[src/rtl/cdc_sync_data_freeze_pkg.sv]
// Shared types and helpers for the cdc_sync_data_freeze block.
//   qual_act_e : per-cycle decision of the qualification logic
//   cnt_width  : bit width of a counter that must hold values 0..n-1
package cdc_sync_data_freeze_pkg;

    // What the qualifier does with the candidate on a given cycle.
    typedef enum logic [1:0] {
        ACT_RELOAD = 2'd0,  // new sample differs from candidate: restart
        ACT_COUNT  = 2'd1,  // candidate confirmed again, not yet old enough
        ACT_FREEZE = 2'd2   // candidate held long enough: publish it
    } qual_act_e;

    localparam int unsigned MAX_NUM_BITS      = 64;
    localparam int unsigned MIN_SYNC_STAGES   = 2;
    localparam int unsigned MAX_SYNC_STAGES   = 4;
    localparam int unsigned MAX_STABLE_CYCLES = 255;

    // Width able to represent 0..n-1, never less than one bit.
    function automatic int unsigned cnt_width(input int unsigned n);
        return (n <= 1) ? 1 : $clog2(n);
    endfunction

endpackage

[src/rtl/cdc_sync_bit_chain.sv]
// Single-bit multi-flop synchroniser for an asynchronous input.
//   clk     : destination clock
//   rst_n   : asynchronous active-low reset, stages load RESET_BIT
//   i_d     : asynchronous input bit
//   o_q     : synchronised output (last stage)
module cdc_sync_bit_chain #(
    parameter int unsigned SYNC_STAGES = 2,
    parameter logic        RESET_BIT   = 1'b0
) (
    input  logic clk,
    input  logic rst_n,
    input  logic i_d,
    output logic o_q
);

    // Metastability-hardening chain; kept intact and placed close together.
    (* ASYNC_REG = "TRUE" *) (* keep = "true" *)
    logic [SYNC_STAGES-1:0] r_sync;

    always_ff @(posedge clk or negedge rst_n) begin
        if (!rst_n) begin
            r_sync <= {SYNC_STAGES{RESET_BIT}};
        end else begin
            r_sync <= {r_sync[SYNC_STAGES-2:0], i_d};
        end
    end

    assign o_q = r_sync[SYNC_STAGES-1];

endmodule

[src/rtl/cdc_sync_data_freeze.sv]
// Multi-bit CDC synchroniser that only publishes a bus value after it has
// been seen unchanged for STABLE_CYCLES consecutive synchronised samples,
// so bit skew between lanes never reaches the output.
//   clk_out  : destination clock
//   resetn   : asynchronous active-low reset
//   bits_in  : asynchronous NUM_BITS bus
//   bits_out : frozen, qualified copy of bits_in
//   stable   : bits_out matches the settled candidate and the live sample
//   update   : one-cycle pulse when bits_out changes value
module cdc_sync_data_freeze
    import cdc_sync_data_freeze_pkg::*;
#(
    parameter int unsigned         NUM_BITS      = 2,
    parameter int unsigned         SYNC_STAGES   = 2,
    parameter int unsigned         STABLE_CYCLES = 4,
    parameter logic [NUM_BITS-1:0] RESET_VALUE   = '0
) (
    input  logic                clk_out,
    input  logic                resetn,
    input  logic [NUM_BITS-1:0] bits_in,
    output logic [NUM_BITS-1:0] bits_out,
    output logic                stable,
    output logic                update
);

    localparam int unsigned     CNT_W   = cnt_width(STABLE_CYCLES);
    localparam logic [CNT_W-1:0] CNT_MAX = CNT_W'(STABLE_CYCLES - 1);

    // Parameter range checks at elaboration.
    if (NUM_BITS < 1 || NUM_BITS > MAX_NUM_BITS) begin : g_bad_num_bits
        $error("cdc_sync_data_freeze: NUM_BITS out of range 1..64");
    end
    if (SYNC_STAGES < MIN_SYNC_STAGES || SYNC_STAGES > MAX_SYNC_STAGES) begin : g_bad_sync
        $error("cdc_sync_data_freeze: SYNC_STAGES out of range 2..4");
    end
    if (STABLE_CYCLES < 1 || STABLE_CYCLES > MAX_STABLE_CYCLES) begin : g_bad_stable
        $error("cdc_sync_data_freeze: STABLE_CYCLES out of range 1..255");
    end

    logic [NUM_BITS-1:0] w_sample;
    logic [NUM_BITS-1:0] r_cand;
    logic [CNT_W-1:0]    r_cnt;
    logic [NUM_BITS-1:0] r_bits_out;
    logic                r_stable;
    logic                r_update;

    qual_act_e           w_act;
    logic [NUM_BITS-1:0] w_cand_nxt;
    logic [CNT_W-1:0]    w_cnt_nxt;
    logic [NUM_BITS-1:0] w_out_nxt;
    logic                w_update_nxt;
    logic                w_stable_nxt;

    // One independent synchroniser per bus bit.
    for (genvar g = 0; g < NUM_BITS; g++) begin : g_sync
        cdc_sync_bit_chain #(
            .SYNC_STAGES (SYNC_STAGES),
            .RESET_BIT   (RESET_VALUE[g])
        ) u_chain (
            .clk   (clk_out),
            .rst_n (resetn),
            .i_d   (bits_in[g]),
            .o_q   (w_sample[g])
        );
    end

    // Qualification decision and next-state values.
    always_comb begin
        w_act        = ACT_RELOAD;
        w_cand_nxt   = r_cand;
        w_cnt_nxt    = r_cnt;
        w_out_nxt    = r_bits_out;
        w_update_nxt = 1'b0;
        w_stable_nxt = (r_bits_out == r_cand) && (w_sample == r_cand);

        if (w_sample != r_cand) begin
            w_act = ACT_RELOAD;
        end else if (r_cnt != CNT_MAX) begin
            w_act = ACT_COUNT;
        end else begin
            w_act = ACT_FREEZE;
        end

        case (w_act)
            ACT_RELOAD: begin
                w_cand_nxt = w_sample;
                w_cnt_nxt  = '0;
            end
            ACT_COUNT: begin
                w_cnt_nxt = r_cnt + CNT_W'(1);
            end
            ACT_FREEZE: begin
                // Counter saturates; republishing an equal value is silent.
                w_out_nxt    = r_cand;
                w_update_nxt = (r_cand != r_bits_out);
            end
            default: begin
                w_cand_nxt = w_sample;
                w_cnt_nxt  = '0;
            end
        endcase
    end

    // State and registered outputs.
    always_ff @(posedge clk_out or negedge resetn) begin
        if (!resetn) begin
            r_cand     <= RESET_VALUE;
            r_cnt      <= '0;
            r_bits_out <= RESET_VALUE;
            r_stable   <= 1'b1;
            r_update   <= 1'b0;
        end else begin
            r_cand     <= w_cand_nxt;
            r_cnt      <= w_cnt_nxt;
            r_bits_out <= w_out_nxt;
            r_stable   <= w_stable_nxt;
            r_update   <= w_update_nxt;
        end
    end

    assign bits_out = r_bits_out;
    assign stable   = r_stable;
    assign update   = r_update;

endmodule

[config.mk]
export PLATFORM = sky130hd
export DESIGN_NAME = cdc_sync_data_freeze
export DESIGN_NICKNAME = d
export VERILOG_FILES = /design/src/rtl/cdc_sync_data_freeze_pkg.sv /design/src/rtl/cdc_sync_bit_chain.sv /design/src/rtl/cdc_sync_data_freeze.sv
export SDC_FILE = /design/constraint.sdc
export NUM_CORES = 1
export LEC_CHECK = 0
export CORE_MARGIN = 5
export CORE_UTILIZATION = 35
export DETAILED_ROUTE_END_ITERATION = 12
export GPL_TIMING_DRIVEN = 1
export HOLD_SLACK_MARGIN = 0.05
export PLACE_DENSITY = 0.55
export REMOVE_ABC_BUFFERS = 1
export SLEW_MARGIN = 5
export SYNTH_ARGS = -nofsm -noshare
export SYNTH_HDL_FRONTEND = slang
export SYNTH_SLANG_ARGS = --single-unit
[constraint.sdc]
create_clock -name clk_out -period 1.22 [get_ports clk_out]
set_input_delay 0.366 -clock clk_out [delete_from_list [all_inputs] [get_ports clk_out]]
set_output_delay 0.366 -clock clk_out [all_outputs]
set_load 0.02 [all_outputs]
==> parameters.txt <==
Parameter                              Value

Power and ir drop
  LEAKAGE    0.277 nW
  Switching Fraction    0.223
  Share of total power in the clock network    0.331
  Sw Pwr    165 uW
  Worst voltage drop across the vdd grid    0.566 mV
  Int Power    575 uW
  Pwr/cell area    1290 nW/um2
  Proportion of power drawn by flip-flops and latches    0.581
  Comb power frac    0.087

Global routing
  Pin count of the biggest net entering global routing    13
  Global-route usage over all layers    0.0773
  Wire length of the first global-routing pass    1120 um
  Vias in the first global route    306
  Antenna violations before repair    0
  Global route total overflow    0

Run status
  Violations in the final reports    setup timing
  Status    finished with violations

Setup path
  WP buf/inv    1
  Kind of end point of the critical path    output port
  Endpoint of the lowest-slack register-to-register path    bits_out[1]$_DFFE_PN0N_
  Req. time, crit path    0.85 ns
  Library cell contributing the largest single delay on the critical path    sky130_fd_sc_hd__dfstp_2
  Origin of the critical flop-to-flop path    r_cnt[0]$_DFFE_PN0P_
  Start-to-end type of the worst setup path    flop to output port
  Maximum net fanout on the critical path    1
  Reg2Reg Depth    3
  Cell family with most CP delay    flip-flops
  Type of origin of the critical path    flop
  Critical Path Max Stage Delay    0.53 ns
  Minimum setup slack among reg-to-reg paths    0.08 ns
  Crit path arrival time    0.90 ns
  Crit path cell chain    buf_6

STA
  Final setup violation count    1
  Worst slew margin    0.788
  Fmax    791 MHz
  Hold Violations, Final    0
  Worst Skew    0.000291 ns
  Post-route fraction of the period consumed by the critical path    1.04
  Unrepaired setup endpoints after global routing    yes
  Max-slew violations    0
  Hold slack final    0.354 ns
  Setup slack after layout    -0.0439 ns
  Worst-Margin Slew    0.316 ns
  Final period demand of the worst path    1.26 ns

Yosys
  Portion of the post-synthesis area used by sequential elements    0.651
  Number of distinct standard cells referenced by the synthesized netlist    14
  Synth Register Bits    12
  Synth Warn #    0
  Cell taking the most area after synthesis    sky130_fd_sc_hd__dfrtp_1
  Avg Cell Area, Syn    12.2 um2
  Top cells by area, synth    sky130_fd_sc_hd__dfrtp_1 (59%), sky130_fd_sc_hd__xnor2_1 (7.6%), sky130_fd_sc_hd__dfstp_2 (5.7%), sky130_fd_sc_hd__a2bb2oi_1 (3.8%), sky130_fd_sc_hd__inv_1 (3.2%)
  Share of the synthesized area in the top cell type    0.595
  Number of instances in the synthesized netlist    38
  Total standard cell area after synthesis    463 um2

CTS
  Clock sink count    12
  Clock latency at the later pin of the worst-skew pair    0.26 ns
  Cell at the root of the clock tree    sky130_fd_sc_hd__clkbuf_4
  Clock Path Buffers    2
  CTS tree    built
  Clk slew on worst S/H paths    0.07 ns
  Number of H-tree levels    1
  Num CTS Buffers    3
  Post-CTS Setup Inserts    0

Detailed routing
  Wire length after detailed routing    703 um
  Via density per instance    4.64
  Total via count after detailed routing    297
  WL/cell    11.0 um
  Number of DRC markers after the initial detailed-route iteration    2
  Post-detailed-route DRC marker count    0
  Number of nets with antenna violations after routing    0
  TritonRoute pass-1 iters    2

Final layout
  Growth of design area from synthesis to finish    24.3%
  Share of final-layout standard cells stronger than drive strength 1    0.245
  Most common cell after layout, fill and taps aside    sky130_fd_sc_hd__dfrtp_1
  Count of filler cells inserted in the layout    118
  Count of inserted antenna diode cells    0
  Nets    55
  Most frequent cells in the layout    sky130_fd_sc_hd__dfrtp_1 (11), sky130_fd_sc_hd__xnor2_1 (4), sky130_fd_sc_hd__inv_1 (4)

Job
  Number of violations of the max-capacitance limit    0

Hold path
  Hold Startpoint    g_sync[1].u_chain.r_sync[0]$_DFF_PN0_
  Worst hold-check path type    flop to flop
  Hold endpoint    g_sync[1].u_chain.r_sync[1]$_DFF_PN0_
  Number of cells on the worst hold path    0

Floorplan
  Die width    46.4 um
  Count of boundary I/O pins    8
  Die Height    46.4 um
  Starting Density    0.365
  Area of the die    2150 um2
  Standard-cell rows    13
  Core Area    1270 um2

Placed design
  Pre-CTS setup slack    -0.231 ns
  # port buffers    7
  Final Wtd Congestion    0.665
cell usage after synthesis:
cell / instances
sky130_fd_sc_hd__a2bb2oi_1: 2
sky130_fd_sc_hd__a31oi_1: 2
sky130_fd_sc_hd__and4_2: 1
sky130_fd_sc_hd__clkbuf_1: 3
sky130_fd_sc_hd__dfrtp_1: 11
sky130_fd_sc_hd__dfstp_2: 1
sky130_fd_sc_hd__ha_1: 1
sky130_fd_sc_hd__inv_1: 4
sky130_fd_sc_hd__mux2i_1: 1
sky130_fd_sc_hd__nand2_1: 2
sky130_fd_sc_hd__nand3_1: 2
sky130_fd_sc_hd__nor2_1: 3
sky130_fd_sc_hd__xnor2_1: 4
sky130_fd_sc_hd__xor2_1: 1
how the worst max path moves through the flow:
stage | start | to | slack [ns] | cells after the start
floorplan | r_cnt[0]$_DFFE_PN0P_ | bits_out[0]$_DFFE_PN0N_ | 0.18 | 3
global placement | stable$_DFF_PN1_ | stable | -0.23 | 1
detailed placement | stable$_DFF_PN1_ | stable | -0.23 | 1
CTS | stable$_DFF_PN1_ | stable | -0.05 | 1
global route | stable$_DFF_PN1_ | stable | -0.08 | 1
finish | stable$_DFF_PN1_ | stable | -0.04 | 1
stage by stage:
stage | TNS, ns | instance area (um2) | instances | total power [mW] | utilization
2_1_floorplan | 0 | 452 | 35 | 0.470 | -
3_3_place_gp | -0.410 | 563 | 60 | 0.498 | 0.444
3_5_place_dp | -0.420 | 563 | 60 | 0.504 | 0.444
4_1_cts | -0.0542 | 576 | 64 | 0.755 | 0.454
5_1_grt | -0.0757 | 576 | 64 | 0.775 | 0.454
6_report | -0.0439 | 576 | 64 | 0.740 | 0.454
registers in the layout, indices dropped and copies added, names as in the netlist:
register	count
bits_out	2
g_sync.u_chain.r_sync	4
r_cand	2
r_cnt	2
stable	1
update	1
kinds of logic after synthesis:
kind of cell,count (synthesis),synth area share
AOI/OAI and AO/OA,4,0.0649
xor gates and xnor gates,5,0.0946
buffers and inverters,7,0.0567
muxes,1,0.0216
and+or+nand+nor,8,0.0838
DFF,12,0.651
adders and majority gates,1,0.0270
power groups by stage:
stage               combinational, mW  sequential (mW)  clock, mW
floorplan                      0.0325            0.438          0
global placement               0.0621            0.436          0
detailed placement             0.0658            0.438          0
CTS                            0.0659            0.430      0.259
global route                   0.0723            0.432      0.270
finish                         0.0646            0.430      0.245
area by class of cell:
cell class | instances | area [um2] | share of cell area
flip-flops and latches | 12 | 302 | 0.524
multi-input cells | 19 | 135 | 0.235
repair buffers | 10 | 78.8 | 0.137
clock buffers | 4 | 26.3 | 0.0457
well taps | 15 | 18.8 | 0.0326
inverters | 4 | 15.0 | 0.0261
layer usage:
metal / vias up / wire [um] / GRT usage
li1: 145 / - / -
met1: 142 / 279 / 0.0754
met2: 8 / 350 / 0.129
met3: 2 / 68 / 0.0234
met4: 0 / 4 / 0.0682
met5: - / 0 / 0
timing repair:
action / CTS / global route
hold buffers: 0 / 0
cloned: 0 / 0
gates resized for setup: 18 / 0
endpoints found under the setup margin: 4 / 1
(Power assumes the default switching activity.)
==> edit 1, RTL diff (same settings) <==
Reset style: synchronous (`resetn` and `rst_n`), changed in 2 clocked blocks. Comments in the files are not updated.
--- a/src/rtl/cdc_sync_bit_chain.sv
+++ b/src/rtl/cdc_sync_bit_chain.sv
@@ -17,7 +17,7 @@
     (* ASYNC_REG = "TRUE" *) (* keep = "true" *)
     logic [SYNC_STAGES-1:0] r_sync;
 
-    always_ff @(posedge clk or negedge rst_n) begin
+    always_ff @(posedge clk) begin
         if (!rst_n) begin
             r_sync <= {SYNC_STAGES{RESET_BIT}};
         end else begin
--- a/src/rtl/cdc_sync_data_freeze.sv
+++ b/src/rtl/cdc_sync_data_freeze.sv
@@ -102,7 +102,7 @@
     end
 
     // State and registered outputs.
-    always_ff @(posedge clk_out or negedge resetn) begin
+    always_ff @(posedge clk_out) begin
         if (!resetn) begin
             r_cand     <= RESET_VALUE;
             r_cnt      <= '0;
Function: differs if resetn is asserted again (counterexample within 4 cycles, from zero or initial values and one cycle with resetn low); with resetn held inactive, the same outputs for 10 cycles.
==> edit 1 against the original RTL <==
Combinational power up 26%. Hold slack better by 80 ps. Critical path depth up 2. Sequential cell count unchanged. Sequential share of layout area down 16 points. Final area up 14%. Clock skew up 3.7 ps. Worst setup slack better by 90 ps. Power up 9.3%. Area after synthesis up 5.1%. Routed wire length up 19%. Synthesized cell count up 24%. Critical path type is now reg2reg. Critical endpoint is now update. Largest power group unchanged.
==> edit 1: results <==
setup_path:
  path_max_fanout: 3
  slowest_delay_ps: 420
  r2r-start: "g_sync[1].u_chain.r_sync[1]"
  r2r_slack_ps: 50
  r2r-end: "update"
  r2r_cells: 3
  critPathBufInv: 0
  cp_slowest_cell: "or3b_4"
  cp_top_family: "simple AND/OR/NAND/NOR gates"
  critPathArrivalTime_ps: 1370
cts:
  root_buffer: "clkbuf_4"
timing:
  finalClockSkew_ps: 4.001
  slew_headroom: 0.8388
drt:
  via_count: 397
  wl_per_cell_um: 10.33
  avgViaCountPerCell: 4.901
  dr.pass1.iters: 4
  drt_iter0_drc: 5
hold_path:
  hold_path_depth: 1
  hold_path.startpoint: "g_sync[1].u_chain.r_sync[0]"
  holdPathEnd: "g_sync[1].u_chain.r_sync[1]"
layout:
  drive_above_1_share: 0.3333
  final_nets: 72
  fillers: 134
global_routing:
  grt_usage: 0.09414
  grt_pass1_wl_um: 1483
  grt_max_degree: 14
  grt_pass1_vias: 386
  grt.overflow.total: 0
outcome:
  status: "finished clean"
yosys:
  ys_types: 23
  syn_inst: 47
  yosysSeqAreaShare: 0.4936
  synth.top_cells.by_count: "dfxtp_1, and2_1, nand2_1"
  yosys_warnings: 0
  async_reset_ff_frac: 0
  synth_area_leaders: "dfxtp_1, and2_1, o311ai_0"
power_and_ir_drop:
  p_leak_uw: 0.0002873
  peakVddDrop_mv: 0.6157
placement:
  place_ws_ps: -331.5
  gp_congestion: 0.6909
  dpl_cell_area_sq_um: 639.4
  dp_cells: 77
## edit 1: report_power, final
| group | total [uW] | switching, uW | leakage, uW | internal, uW |
|---|---|---|---|---|
| Clock | 308 | 127 | 0.0000210 | 181 |
| Combinational | 81.7 | 36.9 | 0.000168 | 44.9 |
| Sequential | 419 | 9.31 | 0.0000983 | 409 |
## edit 1: timing repair
item	in CTS	in global routing
buffers inserted	0	0
pin swaps	1	0
gates resized for setup	16	4
setup endpoints to repair	7	4
## edit 1: layout make-up
type | instances | area, sq um | area share
Sequential cell | 12 | 240.2 | 0.3657
Tap cell | 15 | 18.77 | 0.02857
Inverter | 2 | 7.507 | 0.01143
Clock buffer | 4 | 36.28 | 0.05524
Multi-Input combinational cell | 32 | 237.7 | 0.3619
Timing Repair Buffer | 16 | 116.4 | 0.1771
## edit 1: worst max path at each step
stage / slack, ps / cells past startpoint / end / start
3_5_place_dp: -330 / 4 / update / resetn
2_1_floorplan: 50 / 3 / update / r_cand[1]
4_1_cts: 6 / 1 / stable / stable
3_3_place_gp: -300 / 4 / update / resetn
5_1_grt: 10 / 3 / update / g_sync[1].u_chain.r_sync[1]
6_report: 50 / 3 / update / g_sync[1].u_chain.r_sync[1]
## edit 1: metal layers
layer,track usage,vias to the layer above,routed length (um)
met2,0.1684,10,395
met5,0,-,0
li1,-,202,-
met1,0.09773,183,360
met4,0.04972,0,6
met3,0.02682,2,74
## edit 1: logic make-up after synthesis
logic type,share of synthesized area
AOI/OAI and AO/OA,0.1054
xor gates and xnor gates,0.1054
adders and majority gates,0.02570
buffers and inverters,0.02313
DFF,0.4936
muxes,0.02057
and+or+nand+nor,0.2263
==> edit 2, RTL diff (same flow settings) <==
Made on the original files. The parameter `STABLE_CYCLES` goes from 4 to 6.
--- a/src/rtl/cdc_sync_data_freeze.sv
+++ b/src/rtl/cdc_sync_data_freeze.sv
@@ -12,7 +12,7 @@
 #(
     parameter int unsigned         NUM_BITS      = 2,
     parameter int unsigned         SYNC_STAGES   = 2,
-    parameter int unsigned         STABLE_CYCLES = 4,
+    parameter int unsigned         STABLE_CYCLES = 6,
     parameter logic [NUM_BITS-1:0] RESET_VALUE   = '0
 ) (
     input  logic                clk_out,
Formal check against the unedited RTL: not equivalent (Yosys sat finds a counterexample within 10 cycles, from zero or initial values and one cycle with resetn low).
==> edit 2 against the original RTL <==
Via count rose by 19%. Clock power rose by 5%. Routed wire length rose by 37%. Die area up 5.9%. The flow still finishes with violations (negative setup slack). Final cell count increased by 14%. Largest power group unchanged. Sequential cell count increased by 1. Largest cell class unchanged. Worst setup slack got worse by 58 ps. Synthesized cell count decreased by 2.6%. Clock skew up 4.6 ps. Sequential power up 7.9%. Utilization grew 10 points. Final area increased by 27%. Area after synthesis rose by 7.6%. Power up 13%.
==> edit 2: results <==
outcome:
  status: "complete, but fails checks"
  violations: "negative setup slack"
hold_path:
  hold_path.startpoint: "g_sync[1].u_chain.r_sync[0]"
timing:
  tns_ps: -247.9
  setup_viol: 3
  worst_slack_ps: -101.9
  slew_headroom: 0.7968
  finalClockSkew_ps: 4.882
  hold_ws_ps: 360.1
drt:
  m1WireLength_um: 332
  wl_met3_um: 52
  wl_met2_um: 562
  routed_wl_um: 962
  highest_layer: "met4"
  drt_iter0_drc: 0
  dr.pass1.iters: 1
  avgViaCountPerCell: 4.822
global_routing:
  met1_usage: 0.1095
  grt_max_degree: 14
  grt_pass1_vias: 383
  use_met2: 0.1847
  top_usage_layer: "met2"
  grt_pass1_wl_um: 1593
  grt_usage: 0.1053
  grt_use_met3: 0.02256
yosys:
  async_reset_ff_frac: 1.000
  syn_inst: 37
  synth_area_leaders: "dfrtp_1, xor2_1, dfstp_2"
  yosysSeqAreaShare: 0.6558
  yosys_warnings: 0
  synth.top_cells.by_count: "dfrtp_1, nor2_1, xor2_1"
  ys.flop_type: "dfrtp_1"
  ys_types: 15
power_and_ir_drop:
  p_leak_uw: 0.0003655
  peakVddDrop_mv: 0.6959
setup_path:
  startpoint: "g_sync[1].u_chain.r_sync[1]"
  r2r-end: "bits_out[0]"
  path_max_fanout: 3
  cp_top_family: "flip-flops"
  slowest_delay_ps: 410
  critPathArrivalTime_ps: 1480
  cp_slowest_cell: "dfrtp_1"
  endpoint: "bits_out[0]"
cts:
  postCtsSetupRepairBufs: 3
  post_cts_resized: 23
  clkSlewWorstSetupHoldPaths_ps: 80
placement:
  hpwl_um: 684.4
  place_ws_ps: -232.7
  io_buffers: 7
  dpl_cell_area_sq_um: 631.9
  gp_congestion: 0.6932
  dp_cells: 64
layout:
  final_nets: 65
  fillers: 119
  instances_no_fill: 73
  antenna_cells: 0
  drive_above_1_share: 0.4828
==> edit 2: changes by cell type after synthesis, sizes merged, moves of 2 or more <==
cell	change
mux2	+2
a2bb2oi	-2
nor3	+3
xnor2	-3
a31oi	-2
inv	-3
xor2	+3
nand3	-2
==> edit 2: logic make-up (layout without fill, tap and decap cells) <==
logic type,after synthesis,count (layout),share of synthesized area
fa+ha+maj,2,2,0.05024
flops,13,13,0.6558
buf+inv,3,24,0.02261
simple gates,10,10,0.09800
xor+xnor,5,5,0.08794
mux,2,2,0.04522
compound gates,2,2,0.04020
==> edit 2: power breakdown <==
part	switching, uW	leakage [uW]	internal, uW	total (uW)
registers	14.0	0.000163	450	464
clock network	131	0.0000150	127	258
logic	49.4	0.000188	62.1	112
==> edit 2: layout make-up <==
class                   count  area, sq um  area share
well taps                  15        18.77     0.02573
repair buffers             19        152.6      0.2093
inverters                   1        3.754    0.005146
flip-flops and latches     13        326.6      0.4477
multi-input cells          21        201.4      0.2762
clock buffers               4        26.28     0.03602
